**src/rtl/axi_pkg.sv**
```systemverilog
// AXI4-Lite shared definitions: response encodings and a helper that
// folds a two-bit response code into a single error flag.
package axi_pkg;

    typedef logic [1:0] resp_t;

    localparam resp_t RESP_OKAY   = 2'b00;
    localparam resp_t RESP_EXOKAY = 2'b01;
    localparam resp_t RESP_SLVERR = 2'b10;
    localparam resp_t RESP_DECERR = 2'b11;

    // OKAY and EXOKAY are successful; SLVERR and DECERR are both reported
    // to the register side as a plain error.
    function automatic logic resp_is_error(input resp_t resp);
        logic is_err;
        case (resp)
            RESP_OKAY, RESP_EXOKAY:   is_err = 1'b0;
            RESP_SLVERR, RESP_DECERR: is_err = 1'b1;
            default:                  is_err = 1'b0;
        endcase
        return is_err;
    endfunction

endpackage

```
**src/rtl/reg_to_axi_lite.sv**
```systemverilog
// Register-interface target to AXI4-Lite manager bridge.
//
// A single reg-bus request is accepted in IDLE, its address/data/strobes are
// captured, and the matching AXI-Lite transaction is issued from those
// registers. Exactly one transaction is in flight at a time. The reg side sees
// a one-cycle reg_ready_o pulse in the cycle the B or R response is taken.
//
// Ports
//   clk_i, rst_ni                   clock, asynchronous active-low reset
//   reg_valid_i .. reg_wstrb_i      reg-bus request (held until reg_ready_o)
//   reg_ready_o, reg_rdata_o,
//   reg_error_o                     reg-bus completion pulse and response
//   aw_*, w_*, b_*                  AXI-Lite write channels
//   ar_*, r_*                       AXI-Lite read channels
module reg_to_axi_lite
    import axi_pkg::*;
#(
    parameter int unsigned ADDR_WIDTH = 32,
    parameter int unsigned DATA_WIDTH = 32,
    parameter logic [2:0]  AXI_PROT   = 3'b000
) (
    input  logic                    clk_i,
    input  logic                    rst_ni,
    // reg-bus target
    input  logic                    reg_valid_i,
    input  logic                    reg_write_i,
    input  logic [ADDR_WIDTH-1:0]   reg_addr_i,
    input  logic [DATA_WIDTH-1:0]   reg_wdata_i,
    input  logic [DATA_WIDTH/8-1:0] reg_wstrb_i,
    output logic                    reg_ready_o,
    output logic [DATA_WIDTH-1:0]   reg_rdata_o,
    output logic                    reg_error_o,
    // AXI-Lite AW
    output logic                    aw_valid_o,
    input  logic                    aw_ready_i,
    output logic [ADDR_WIDTH-1:0]   aw_addr_o,
    output logic [2:0]              aw_prot_o,
    // AXI-Lite W
    output logic                    w_valid_o,
    input  logic                    w_ready_i,
    output logic [DATA_WIDTH-1:0]   w_data_o,
    output logic [DATA_WIDTH/8-1:0] w_strb_o,
    // AXI-Lite B
    input  logic                    b_valid_i,
    output logic                    b_ready_o,
    input  logic [1:0]              b_resp_i,
    // AXI-Lite AR
    output logic                    ar_valid_o,
    input  logic                    ar_ready_i,
    output logic [ADDR_WIDTH-1:0]   ar_addr_o,
    output logic [2:0]              ar_prot_o,
    // AXI-Lite R
    input  logic                    r_valid_i,
    output logic                    r_ready_o,
    input  logic [DATA_WIDTH-1:0]   r_data_i,
    input  logic [1:0]              r_resp_i
);

    typedef enum logic [2:0] {
        ST_IDLE,
        ST_WRITE,
        ST_WRITE_RESP,
        ST_READ,
        ST_READ_RESP
    } state_e;

    state_e                    state_q, state_d;
    logic                      aw_done_q, aw_done_d;
    logic                      w_done_q, w_done_d;
    logic [ADDR_WIDTH-1:0]     addr_q, addr_d;
    logic [DATA_WIDTH-1:0]     wdata_q, wdata_d;
    logic [DATA_WIDTH/8-1:0]   wstrb_q, wstrb_d;

    // Payloads come straight from the capture registers, so they cannot move
    // while a valid is pending.
    assign aw_addr_o = addr_q;
    assign ar_addr_o = addr_q;
    assign aw_prot_o = AXI_PROT;
    assign ar_prot_o = AXI_PROT;
    assign w_data_o  = wdata_q;
    assign w_strb_o  = wstrb_q;

    always_comb begin
        // NOTE: every signal assigned here gets a default first, so no path
        // through the case statement can leave one unassigned and infer a latch.
        state_d     = state_q;
        aw_done_d   = aw_done_q;
        w_done_d    = w_done_q;
        addr_d      = addr_q;
        wdata_d     = wdata_q;
        wstrb_d     = wstrb_q;
        aw_valid_o  = 1'b0;
        w_valid_o   = 1'b0;
        b_ready_o   = 1'b0;
        ar_valid_o  = 1'b0;
        r_ready_o   = 1'b0;
        reg_ready_o = 1'b0;
        reg_rdata_o = '0;
        reg_error_o = 1'b0;

        unique case (state_q)
            ST_IDLE: begin
                if (reg_valid_i) begin
                    addr_d  = reg_addr_i;
                    wdata_d = reg_wdata_i;
                    wstrb_d = reg_wstrb_i;
                    state_d = reg_write_i ? ST_WRITE : ST_READ;
                end
            end

            ST_WRITE: begin
                // AW and W are independent; each valid drops once its own
                // handshake is recorded, and the pair may finish in any order.
                aw_valid_o = !aw_done_q;
                w_valid_o  = !w_done_q;
                aw_done_d  = aw_done_q | aw_ready_i;
                w_done_d   = w_done_q  | w_ready_i;
                if (aw_done_d && w_done_d) begin
                    aw_done_d = 1'b0;
                    w_done_d  = 1'b0;
                    state_d   = ST_WRITE_RESP;
                end
            end

            ST_WRITE_RESP: begin
                b_ready_o = 1'b1;
                if (b_valid_i) begin
                    reg_ready_o = 1'b1;
                    reg_error_o = resp_is_error(b_resp_i);
                    state_d     = ST_IDLE;
                end
            end

            ST_READ: begin
                ar_valid_o = 1'b1;
                if (ar_ready_i) begin
                    state_d = ST_READ_RESP;
                end
            end

            ST_READ_RESP: begin
                r_ready_o = 1'b1;
                if (r_valid_i) begin
                    reg_ready_o = 1'b1;
                    reg_rdata_o = r_data_i;
                    reg_error_o = resp_is_error(r_resp_i);
                    state_d     = ST_IDLE;
                end
            end

            default: state_d = ST_IDLE;
        endcase
    end

    // NOTE: state is updated only with non-blocking assignments so every flop
    // samples the pre-edge value of the others, independent of process order.
    always_ff @(posedge clk_i or negedge rst_ni) begin
        if (!rst_ni) begin
            state_q   <= ST_IDLE;
            aw_done_q <= 1'b0;
            w_done_q  <= 1'b0;
            addr_q    <= '0;
            wdata_q   <= '0;
            wstrb_q   <= '0;
        end else begin
            state_q   <= state_d;
            aw_done_q <= aw_done_d;
            w_done_q  <= w_done_d;
            addr_q    <= addr_d;
            wdata_q   <= wdata_d;
            wstrb_q   <= wstrb_d;
        end
    end

`ifndef SYNTHESIS
    // The initiator must hold its request until the completion pulse; the
    // bridge finishes the AXI transaction regardless, this only flags misuse.
    reg_valid_held : assert property (
        @(posedge clk_i) disable iff (!rst_ni)
        (state_q != ST_IDLE) |-> reg_valid_i
    );
`endif

endmodule
```
**config.mk**
```make
export PLATFORM = sky130hd
export DESIGN_NAME = reg_to_axi_lite
export DESIGN_NICKNAME = d
export VERILOG_FILES = /design/src/rtl/axi_pkg.sv /design/src/rtl/reg_to_axi_lite.sv
export SDC_FILE = /design/constraint.sdc
export NUM_CORES = 1
export LEC_CHECK = 0
export ABC_CLOCK_PERIOD_IN_PS = 2000
export CAP_MARGIN = 30
export CORE_AREA = 3 3 110 112
export CTS_BUF_LIST = sky130_fd_sc_hd__clkbuf_8
export DETAILED_ROUTE_END_ITERATION = 10
export DIE_AREA = 0 0 113 115
export PLACE_DENSITY_LB_ADDON = 0.12
export SYNTH_ARGS = -nofsm -noshare
export SYNTH_HDL_FRONTEND = slang
export SYNTH_SLANG_ARGS = --single-unit
```
**constraint.sdc**
```tcl
create_clock -name clk_i -period 2 [get_ports clk_i]
set_input_delay 0.2 -clock clk_i [delete_from_list [all_inputs] [get_ports clk_i]]
set_output_delay 0.2 -clock clk_i [all_outputs]
set_load 0.005 [all_outputs]
```
## Word level (Yosys, flattened, before mapping)

Cells that the tools add are included.
Widths: inputs -> output; s select.

- Flip-flop bits (word level): 73
- Bits in latches: 0
- RAM bits: 0
- Memory bits (read-only): 0
- Bits of input ports: 113
- Output and inout port bits: 145
- Word-level logic and storage cells: 59
- Memories: 0

- Add/sub/neg operators: 0
- $mul: 0
- Div/mod/pow operators: 0
- Magnitude comparators: 0
- Equal/unequal tests: 15
- Shift operators: 0
- Mux-type cells: 24
- Bitwise gates (word level): 2
- Reductions and logical operators: 12

Operator list:

| cell | count |
|---|---|
| $mux 32 | 2 |
| $mux 3 | 5 |
| $pmux 3 s5 | 1 |
| $mux 1 | 11 |
| $ne 2x2->1 const B | 5 |
| $eq 2x2->1 const B | 4 |
| $pmux 1 s2 | 4 |
| $reduce_or 2->1 | 4 |
| $eq 3x2->1 const B | 2 |
| $reduce_and 5->1 | 1 |
| $eq 2x1->1 const B | 2 |
| $logic_not 2->1 | 2 |
| $eq 3x1->1 const B | 1 |
| $eq 3x3->1 const B | 1 |
| $logic_not 3->1 | 1 |
| $logic_not 1->1 | 2 |
| $mux 2 | 1 |
| $or 1x1->1 | 2 |
| $reduce_and 2->1 | 1 |
| $logic_and 1x1->1 | 1 |

## Depth between registers and ports, before layout

Gate-level depths: netlist (run 1).

- Word-level depth: 5
- Depth in mapped cells: 6
- Depth with buffers taken out: 3

## Least setup slack after synthesis (run 1)

OpenSTA, ideal clock, no wires.

- Kind: reg2reg
- From: register state_q[0]
- To: register wdata_q[20], in the netlist w_data_o[20]
- Setup time: 0.127 ns
- Arrival time: 1.485 ns
- Data required time: 1.873 ns
- Path slack: 0.387 ns
- Cell stages (with the launch flop): 6
- Path buffers: 3
- Clock period less this slack: 1.613 ns
- Cells stage by stage: dfrtp_1 > buf_2 > nor4b_4 > buf_4 > buf_6 > mux2_1

- Longest elaborated chain between the ends: 2

Ends and longest elaborated chain:

| what | RTL line | text |
|---|---|---|
| from (decl) | reg_to_axi_lite.sv:67 | `state_e state_q, state_d;` |
| from (signal assigned) | reg_to_axi_lite.sv:166 | `state_q <= state_d;` |
| $logic_not 3->1 | reg_to_axi_lite.sv:101 | `unique case (state_q)` |
| $reduce_and 2->1 (no line) | -- |  |
| to (signal assigned) | reg_to_axi_lite.sv:170 | `wdata_q <= wdata_d;` |
| to (decl) | reg_to_axi_lite.sv:71 | `logic [DATA_WIDTH-1:0] wdata_q, wdata_d;` |

No other way between the ends.
A chain may end at the register's enable or synchronous reset.

## Final worst setup path (run 1)

- From: register state_q[1]
- To: output reg_rdata_o[15]

- Longest elaborated chain between the ends: 2

Ends and longest elaborated chain:

| what | RTL line | text |
|---|---|---|
| $eq 3x3->1 | reg_to_axi_lite.sv:101 |  |
| $mux 32 | reg_to_axi_lite.sv:101 |  |
| to (decl) | reg_to_axi_lite.sv:31 | `output logic [DATA_WIDTH-1:0] reg_rdata_o,` |

No other way between the ends.

==> impl_metrics.sql, run 1 <==
INSERT INTO impl_metrics (metric_group, metric, value, unit) VALUES
('yosys', 'synthAdderAreaFrac', '0', '%'),
('yosys', 'syn_area', '3340', 'sq um'),
('cells_and_area', 'drive_above_1_share', '26.0', '%'),
('clocking', 'clock_tree.htree_level_count', '3', ''),
('route', 'detail_route.wl_per_cell', '17.1', 'um'),
('yosys', 'synthCells', '253', ''),
('route', 'wl', '11000', 'um'),
('critical_path', 'reg2reg_slack', '100', 'ps'),
('route', 'post_drt_via_cell_ratio', '4.37', ''),
('timing', 'unrepaired_setup_endpoints_after_global_routing', 'yes', ''),
('critical_path', 'timing.rr.end', 'w_data_o[6]', ''),
('yosys', 'synth_seq_cells', '73', ''),
('yosys', 'ys_warn_count', '0', ''),
('timing', 'setup_total_negative_slack', '0', 'ps'),
('run', 'drv.max_cap_violation_count', '0', ''),
('clocking', 'cts_made_buffers', '9', ''),
('critical_path', 'path_delay_family', 'simple AND/OR/NAND/NOR gates', ''),
('cells_and_area', 'design.final.nets', '610', ''),
('timing', 'timing.clock.skew', '6.80', 'ps'),
('critical_path', 'cpPeakStageDelay', '420', 'ps'),
('clocking', 'clock_latency', '350', 'ps'),
('placement', 'dp.cells', '610', ''),
('critical_path', 'criticalPathCategory', 'reg2out', ''),
('critical_path', 'critical_path.reg2reg.startpoint', 'state_q[0]', ''),
('die', 'core-area', '11300', 'sq um'),
('outcome', 'run_status', 'completed', ''),
('critical_path', 'critPathCaptureType', 'primary output', ''),
('critical_path', 'cp_slowest_cell', 'sky130_fd_sc_hd__dfrtp_1', ''),
('power_and_ir_drop', 'power.share.switching', '27.7', '%'),
('cells_and_area', 'fin_cells', '643', ''),
('power_and_ir_drop', 'p_sw', '2.37', 'mW'),
('route', 'drt-initial-drc-count', '55', ''),
('placement', 'gp_routability_congestion', '0.798', ''),
('power_and_ir_drop', 'intPower', '6.17', 'mW'),
('power_and_ir_drop', 'p_seq_share', '31.9', '%'),
('die', 'boundaryPins', '258', ''),
('clocking', 'cts.reportedPaths.clkPinSlew', '70', 'ps'),
('clocking', 'cts.root.buffer_cell', 'sky130_fd_sc_hd__clkbuf_8', ''),
('power_and_ir_drop', 'max-vdd-ir-drop', '0.000677', 'V'),
('placement', 'detailed_place_hpwl', '7840', 'um'),
('timing', 'timing.final.crit_period', '1910', 'ps'),
('timing', 'finalHoldWorstSlack', '346', 'ps'),
('placement', 'place.port_buffers', '249', ''),
('critical_path', 'timing.critical_path.fanout_max', '17', ''),
('power_and_ir_drop', 'leakage', '2.80', 'nW'),
('yosys', 'synth.yosys.seq_area_share', '54.7', '%'),
('timing', 'number_of_hold_violations_in_the_final_report', '0', ''),
('route', 'firstDrtPassIters', '3', ''),
('critical_path', 'worst_setup_path_start_kind', 'flip-flop', ''),
('yosys', 'area_share_of_xor_xnor_cells_in_the_synthesized_design', '0', '%'),
('cells_and_area', 'area.growth.synth_to_final', '89.2', '%'),
('yosys', 'synth_top_area_share', '54.7', '%'),
('critical_path', 'path_depth', '6', ''),
('yosys', 'synth_compound_area_share', '1.72', '%'),
('timing', 'count_of_pins_over_their_slew_limit', '0', ''),
('global_routing', 'grt_use_total', '15.2', '%'),
('yosys', 'synth_largest_area_cell', 'sky130_fd_sc_hd__dfrtp_1', ''),
('critical_path', 'critical_path_buf_inv_count', '3', ''),
('clocking', 'clk_path_buf_depth', '2', ''),
('global_routing', 'antenna_violations_before_repair', '0', ''),
('clocking', 'cts.sinks', '73', ''),
('die', 'die_h', '115', 'um'),
('yosys', 'syn-mean-instance-area', '13.2', 'sq um'),
('cells_and_area', 'antenna-diode-count', '0', ''),
('power_and_ir_drop', 'power_density', '1350', 'nW/um^2'),
('timing', 'setup-violations-final', '0', ''),
('yosys', 'combinational_family_with_the_most_area_after_synthesis', 'multiplexers', ''),
('yosys', 'netlist_cell_types', '24', ''),
('die', 'die_area', '13000', 'sq um'),
('critical_path', 'cell_count_of_the_worst_reg_to_reg_path', '7', ''),
('global_routing', 'gr-total-overflow', '0', '');
==> power by group through the flow <==
stage	clock, mW	sequential [mW]	combinational (mW)
floorplan	0	2.76	1.73
global placement	0	2.71	4.16
detailed placement	0	2.75	4.18
CTS	1.18	2.74	4.21
global route	1.25	2.85	4.99
finish	1.14	2.73	4.67
==> cells by family after synthesis <==
logic type	Yosys count
buf+inv	52
compound gates	9
mux	69
flops	73
other cells	1
simple gates	49
==> Yosys cell counts <==
| cell type | n |
|---|---|
| sky130_fd_sc_hd__and3_1 | 1 |
| sky130_fd_sc_hd__nor3b_1 | 2 |
| sky130_fd_sc_hd__a21oi_1 | 5 |
| sky130_fd_sc_hd__buf_4 | 39 |
| sky130_fd_sc_hd__a221oi_1 | 1 |
| sky130_fd_sc_hd__nand2_1 | 3 |
| sky130_fd_sc_hd__nand3_1 | 1 |
| sky130_fd_sc_hd__conb_1 | 1 |
| sky130_fd_sc_hd__and3b_1 | 1 |
| sky130_fd_sc_hd__or2_2 | 3 |
| sky130_fd_sc_hd__dfrtp_1 | 73 |
| sky130_fd_sc_hd__a221o_1 | 1 |
| sky130_fd_sc_hd__a22o_1 | 1 |
| sky130_fd_sc_hd__buf_2 | 6 |
| sky130_fd_sc_hd__inv_1 | 2 |
| sky130_fd_sc_hd__o21ai_0 | 1 |
| sky130_fd_sc_hd__clkbuf_1 | 4 |
| sky130_fd_sc_hd__and2_1 | 33 |
| sky130_fd_sc_hd__nor2_1 | 2 |
| sky130_fd_sc_hd__mux2_2 | 60 |
| sky130_fd_sc_hd__buf_6 | 1 |
| sky130_fd_sc_hd__nor4b_4 | 1 |
| sky130_fd_sc_hd__nor2b_1 | 2 |
| sky130_fd_sc_hd__mux2_1 | 9 |
==> stage by stage <==
| stage | power (mW) | setup slack, ps | utilization (%) | instance area [sq um] |
|---|---|---|---|---|
| 5_1_grt | 9.09 | -23.6 | 55.8 | 6310 |
| 4_1_cts | 8.13 | -192 | 53.1 | 6010 |
| 2_1_floorplan | 4.49 | 387 | - | 3360 |
| 6_report | 8.53 | 93.8 | 55.8 | 6310 |
| 3_5_place_dp | 6.94 | 5.68 | 51.5 | 5830 |
| 3_3_place_gp | 6.87 | 5.09 | 51.5 | 5830 |
==> what timing repair did <==
action / 4_1_cts / 5_1_grt
cloned: 0 / 10
setup buffers: 3 / 6
gates resized for setup: 37 / 52
setup endpoints to repair: 36 / 66
hold endpoints to repair: 33 / 0
pin swaps: 0 / 3
hold buffers: 1 / 0
==> cell type report <==
cell class	instances	area, sq um
clock buffer	10	138
clock inverter	4	46.3
fill	1026	5010
inverter	2	7.51
multi-input combinational	133	1230
sequential	73	1830
tap	143	179
timing repair buffer	278	2890
==> cells in the final DEF, fill, tap and decap left out, drive strengths merged <==
| cell type | Yosys | final |
|---|---|---|
| nor2 | 2 | 2 |
| inv | 2 | 3 |
| a22o | 1 | 1 |
| dlygate4sd3 | 0 | 1 |
| and3b | 1 | 1 |
| or2 | 3 | 3 |
| o21ai | 1 | 1 |
| bufinv | 0 | 1 |
| buf | 46 | 21 |
| clkinvlp | 0 | 1 |
| a21oi | 5 | 5 |
| clkdlybuf4s50 | 0 | 210 |
| a221o | 1 | 1 |
| nor4b | 1 | 1 |
| and3 | 1 | 1 |
| and2 | 33 | 33 |
| nor3b | 2 | 2 |
| nand3 | 1 | 1 |
| mux2 | 69 | 69 |
| a221oi | 1 | 1 |
| conb | 1 | 6 |
| clkdlybuf4s15 | 0 | 4 |
| clkinv | 0 | 1 |
| dlymetal6s2s | 0 | 3 |
| dlygate4sd2 | 0 | 19 |
| nand2 | 3 | 3 |
| nor2b | 2 | 2 |
| dfrtp | 73 | 73 |
| clkbuf | 4 | 30 |
==> state kept, by name, summed over array words and instances (netlist names) <==
register	count
ar_addr_o	32
aw_done_q	1
state_q	3
w_data_o	32
w_done_q	1
w_strb_o	4
==> per-layer routing <==
metal	part of all wire, %	GRT usage [%]	vias to the layer above	routed length [um]
met5	0	0	-	0
met4	1.6	6.81	0	179
met3	11	7.74	14	1250
met2	50	26.0	159	5480
met1	37	15.8	1339	4090
li1	-	-	1298	-
==> worst max-delay path by stage <==
stage / to / from / slack (ps)
CTS: reg_rdata_o[27] / state_q[0] / -190
global route: w_valid_o / state_q[0] / -20
detailed placement: reg_rdata_o[27] / r_valid_i / 6
finish: reg_rdata_o[15] / state_q[1] / 90
floorplan: w_data_o[20] / state_q[0] / 390
global placement: reg_rdata_o[27] / r_valid_i / 5
Power figures use the tool's default switching activity.
==> run 2, diff against run 1 <==
MAX_ROUTING_LAYER = met4   (was not set)
==> run 2 against run 1 <==
Effect of this change: count of clock-buffer cells in the layout is the same; clock power is essentially flat; critical path type unchanged; clock skew is essentially flat; fmax grew 0.32%; non-clock buffer count is the same; largest power group unchanged; highest routed layer unchanged; largest cell class unchanged.
==> impl_metrics.sql, run 2 (same netlist as run 1, synthesis figures left out) <==
INSERT INTO impl_metrics (metric_group, metric, value, unit) VALUES
('timing', 'timing.final.crit_period', '1900', 'ps'),
('power_and_ir_drop', 'p_total', '8.55', 'mW'),
('critical_path', 'criticalPathCategory', 'reg2out', ''),
('route', 'post_drt_via_cell_ratio', '4.37', ''),
('critical_path', 'cell_chain_of_the_critical_path', 'nor2_2 > and3_4 > buf_6 > clkbuf_16 > and2_1 > dlygate4sd2_1', ''),
('die', 'die_h', '115', 'um'),
('timing', 'max_freq', '526', 'MHz'),
('clocking', 'clock_latency', '350', 'ps'),
('route', 'vias', '2813', ''),
('timing', 'timing.clock.skew', '7.07', 'ps'),
('clocking', 'cts.sinks', '73', ''),
('die', 'floorplan.initialDensity', '29.5', '%'),
('run', 'drv.max_cap_violation_count', '0', ''),
('die', 'core-area', '11300', 'sq um'),
('global_routing', 'antenna_violations_before_repair', '0', ''),
('cells_and_area', 'final_core_util', '55.8', '%'),
('critical_path', 'worst_ep_required_time', '1800', 'ps'),
('die', 'std_cell_rows', '39', ''),
('cells_and_area', 'most_frequent_cells_in_the_layout', 'sky130_fd_sc_hd__clkdlybuf4s50_1 (210), sky130_fd_sc_hd__dfrtp_1 (72), sky130_fd_sc_hd__mux2_2 (56), sky130_fd_sc_hd__and2_1 (33), sky130_fd_sc_hd__dlygate4sd2_1 (18)', ''),
('critical_path', 'reg2reg_slack', '100', 'ps'),
('timing', 'setup-violations-final', '0', ''),
('global_routing', 'grt_start_max_net_pins', '36', ''),
('critical_path', 'critPathCaptureType', 'primary output', ''),
('critical_path', 'timing.rr.end', 'w_data_o[6]', ''),
('clocking', 'cts_tree', 'yes', ''),
('placement', 'dpl-instance-area', '5830', 'sq um'),
('clocking', 'cts.reportedPaths.clkPinSlew', '70', 'ps'),
('placement', 'detailed_place_hpwl', '7840', 'um'),
('outcome', 'run_status', 'completed', ''),
('clocking', 'cts.root.buffer_cell', 'sky130_fd_sc_hd__clkbuf_8', ''),
('die', 'die_area', '13000', 'sq um'),
('cells_and_area', 'final_design_area_no_fill', '6310', 'sq um'),
('timing', 'layout_worst_path_cycle_share', '95.0', '%'),
('placement', 'dp.cells', '610', ''),
('cells_and_area', 'design.final.nets', '610', ''),
('min_path', 'hold_class', 'in2async', ''),
('timing', 'number_of_hold_violations_in_the_final_report', '0', ''),
('cells_and_area', 'layout.cells.most_common', 'sky130_fd_sc_hd__clkdlybuf4s50_1', ''),
('route', 'firstDrtPassIters', '4', ''),
('critical_path', 'critical_path_buf_inv_count', '3', ''),
('timing', 'setup_total_negative_slack', '0', 'ps'),
('placement', 'gp_routability_congestion', '0.810', ''),
('timing', 'count_of_pins_over_their_slew_limit', '0', ''),
('critical_path', 'cell_count_of_the_worst_reg_to_reg_path', '7', ''),
('critical_path', 'worst_setup_path_start_kind', 'flip-flop', ''),
('clocking', 'clock_tree.htree_level_count', '3', ''),
('global_routing', 'grt_pass1_vias', '2823', ''),
('route', 'drt-initial-drc-count', '59', ''),
('route', 'detail_route.wl_per_cell', '17.2', 'um'),
('critical_path', 'cpPeakStageDelay', '420', 'ps'),
('power_and_ir_drop', 'power_density', '1350', 'nW/um^2'),
('route', 'drc', '0', ''),
('critical_path', 'cp_slowest_cell', 'sky130_fd_sc_hd__dfrtp_1', ''),
('clocking', 'cts_made_buffers', '9', ''),
('power_and_ir_drop', 'max-vdd-ir-drop', '0.000677', 'V'),
('cells_and_area', 'antenna-diode-count', '0', ''),
('global_routing', 'grt_use_total', '15.7', '%'),
('placement', 'place.port_buffers', '249', ''),
('global_routing', 'gr-total-overflow', '0', ''),
('global_routing', 'grt_first_pass_wirelength', '15200', 'um'),
('cells_and_area', 'fin_cells', '643', ''),
('critical_path', 'timing.critical_path.fanout_max', '17', ''),
('critical_path', 'path_delay_family', 'simple AND/OR/NAND/NOR gates', ''),
('cells_and_area', 'area.growth.synth_to_final', '89.2', '%'),
('die', 'dieWidth', '113', 'um'),
('critical_path', 'critical_path.reg2reg.startpoint', 'state_q[0]', ''),
('power_and_ir_drop', 'leakage', '2.80', 'nW'),
('die', 'boundaryPins', '258', ''),
('cells_and_area', 'drive_above_1_share', '26.2', '%'),
('clocking', 'clk_path_buf_depth', '2', ''),
('route', 'wl', '11100', 'um'),
('timing', 'unrepaired_setup_endpoints_after_global_routing', 'yes', ''),
('cells_and_area', 'nFillCells', '1030', ''),
('critical_path', 'timing.critical_path.arrival', '1700', 'ps'),
('route', 'drtAntennaViolNets', '0', '');
run 2: cell types whose count changed in the layout (fill, tap and decap cells not counted):
cell	delta
sky130_fd_sc_hd__clkbuf_2	+1
sky130_fd_sc_hd__dlygate4sd2_1	-1
sky130_fd_sc_hd__mux2_2	-1
sky130_fd_sc_hd__mux2_4	+1
run 2: metal layers:
layer	part of all wire, %	track usage (%)	wire [um]
met1	40	17.2	4380
met2	49	25.9	5470
met3	9.3	6.37	1020
met4	1.7	5.85	193
met5	0	-	0
run 2: how the worst max path moves through the flow:
stage,from,cells after the start,slack (ps),to
after global routing,state_q[0],5,-20,w_valid_o
after floorplan,state_q[0],5,390,w_data_o[20]
after CTS,state_q[0],5,-190,reg_rdata_o[27]
after global placement,r_valid_i,5,5,reg_rdata_o[27]
final,state_q[1],6,100,reg_rdata_o[13]
after detailed placement,r_valid_i,5,6,reg_rdata_o[27]
run 2: area by class of cell:
class / count / area (sq um) / share of cell area (%)
repair buffers: 278 / 2890 / 45.7
clock inverters: 4 / 46.3 / 0.733
inverters: 2 / 7.51 / 0.119
well taps: 143 / 179 / 2.83
clock buffers: 10 / 138 / 2.18
flip-flops and latches: 73 / 1830 / 28.9
multi-input cells: 133 / 1230 / 19.5
run 2: power by group:
| group | internal, mW | switching [mW] | leakage (nW) |
|---|---|---|---|
| clock network | 0.590 | 0.540 | 0.0954 |
| registers | 2.24 | 0.492 | 0.861 |
| logic | 3.35 | 1.34 | 1.84 |
| total | 6.17 | 2.37 | 2.80 |
run 2: through the flow:
stage                     worst slack, ps  hold slack [ps]
after floorplan                       387            -95.6
after global placement               5.09              188
after detailed placement             5.68              189
after CTS                            -192              332
after global routing                -23.5              388
final                                99.8              354
run 2: repair_timing:
| item | 4_1_cts | 5_1_grt |
|---|---|---|
| pin swaps | 0 | 3 |
| cloned | 0 | 10 |
| hold buffers | 1 | 0 |
| setup endpoints to repair | 36 | 68 |
| setup buffers | 3 | 6 |
| gates resized for setup | 37 | 55 |
| endpoints found under the hold margin | 33 | 0 |
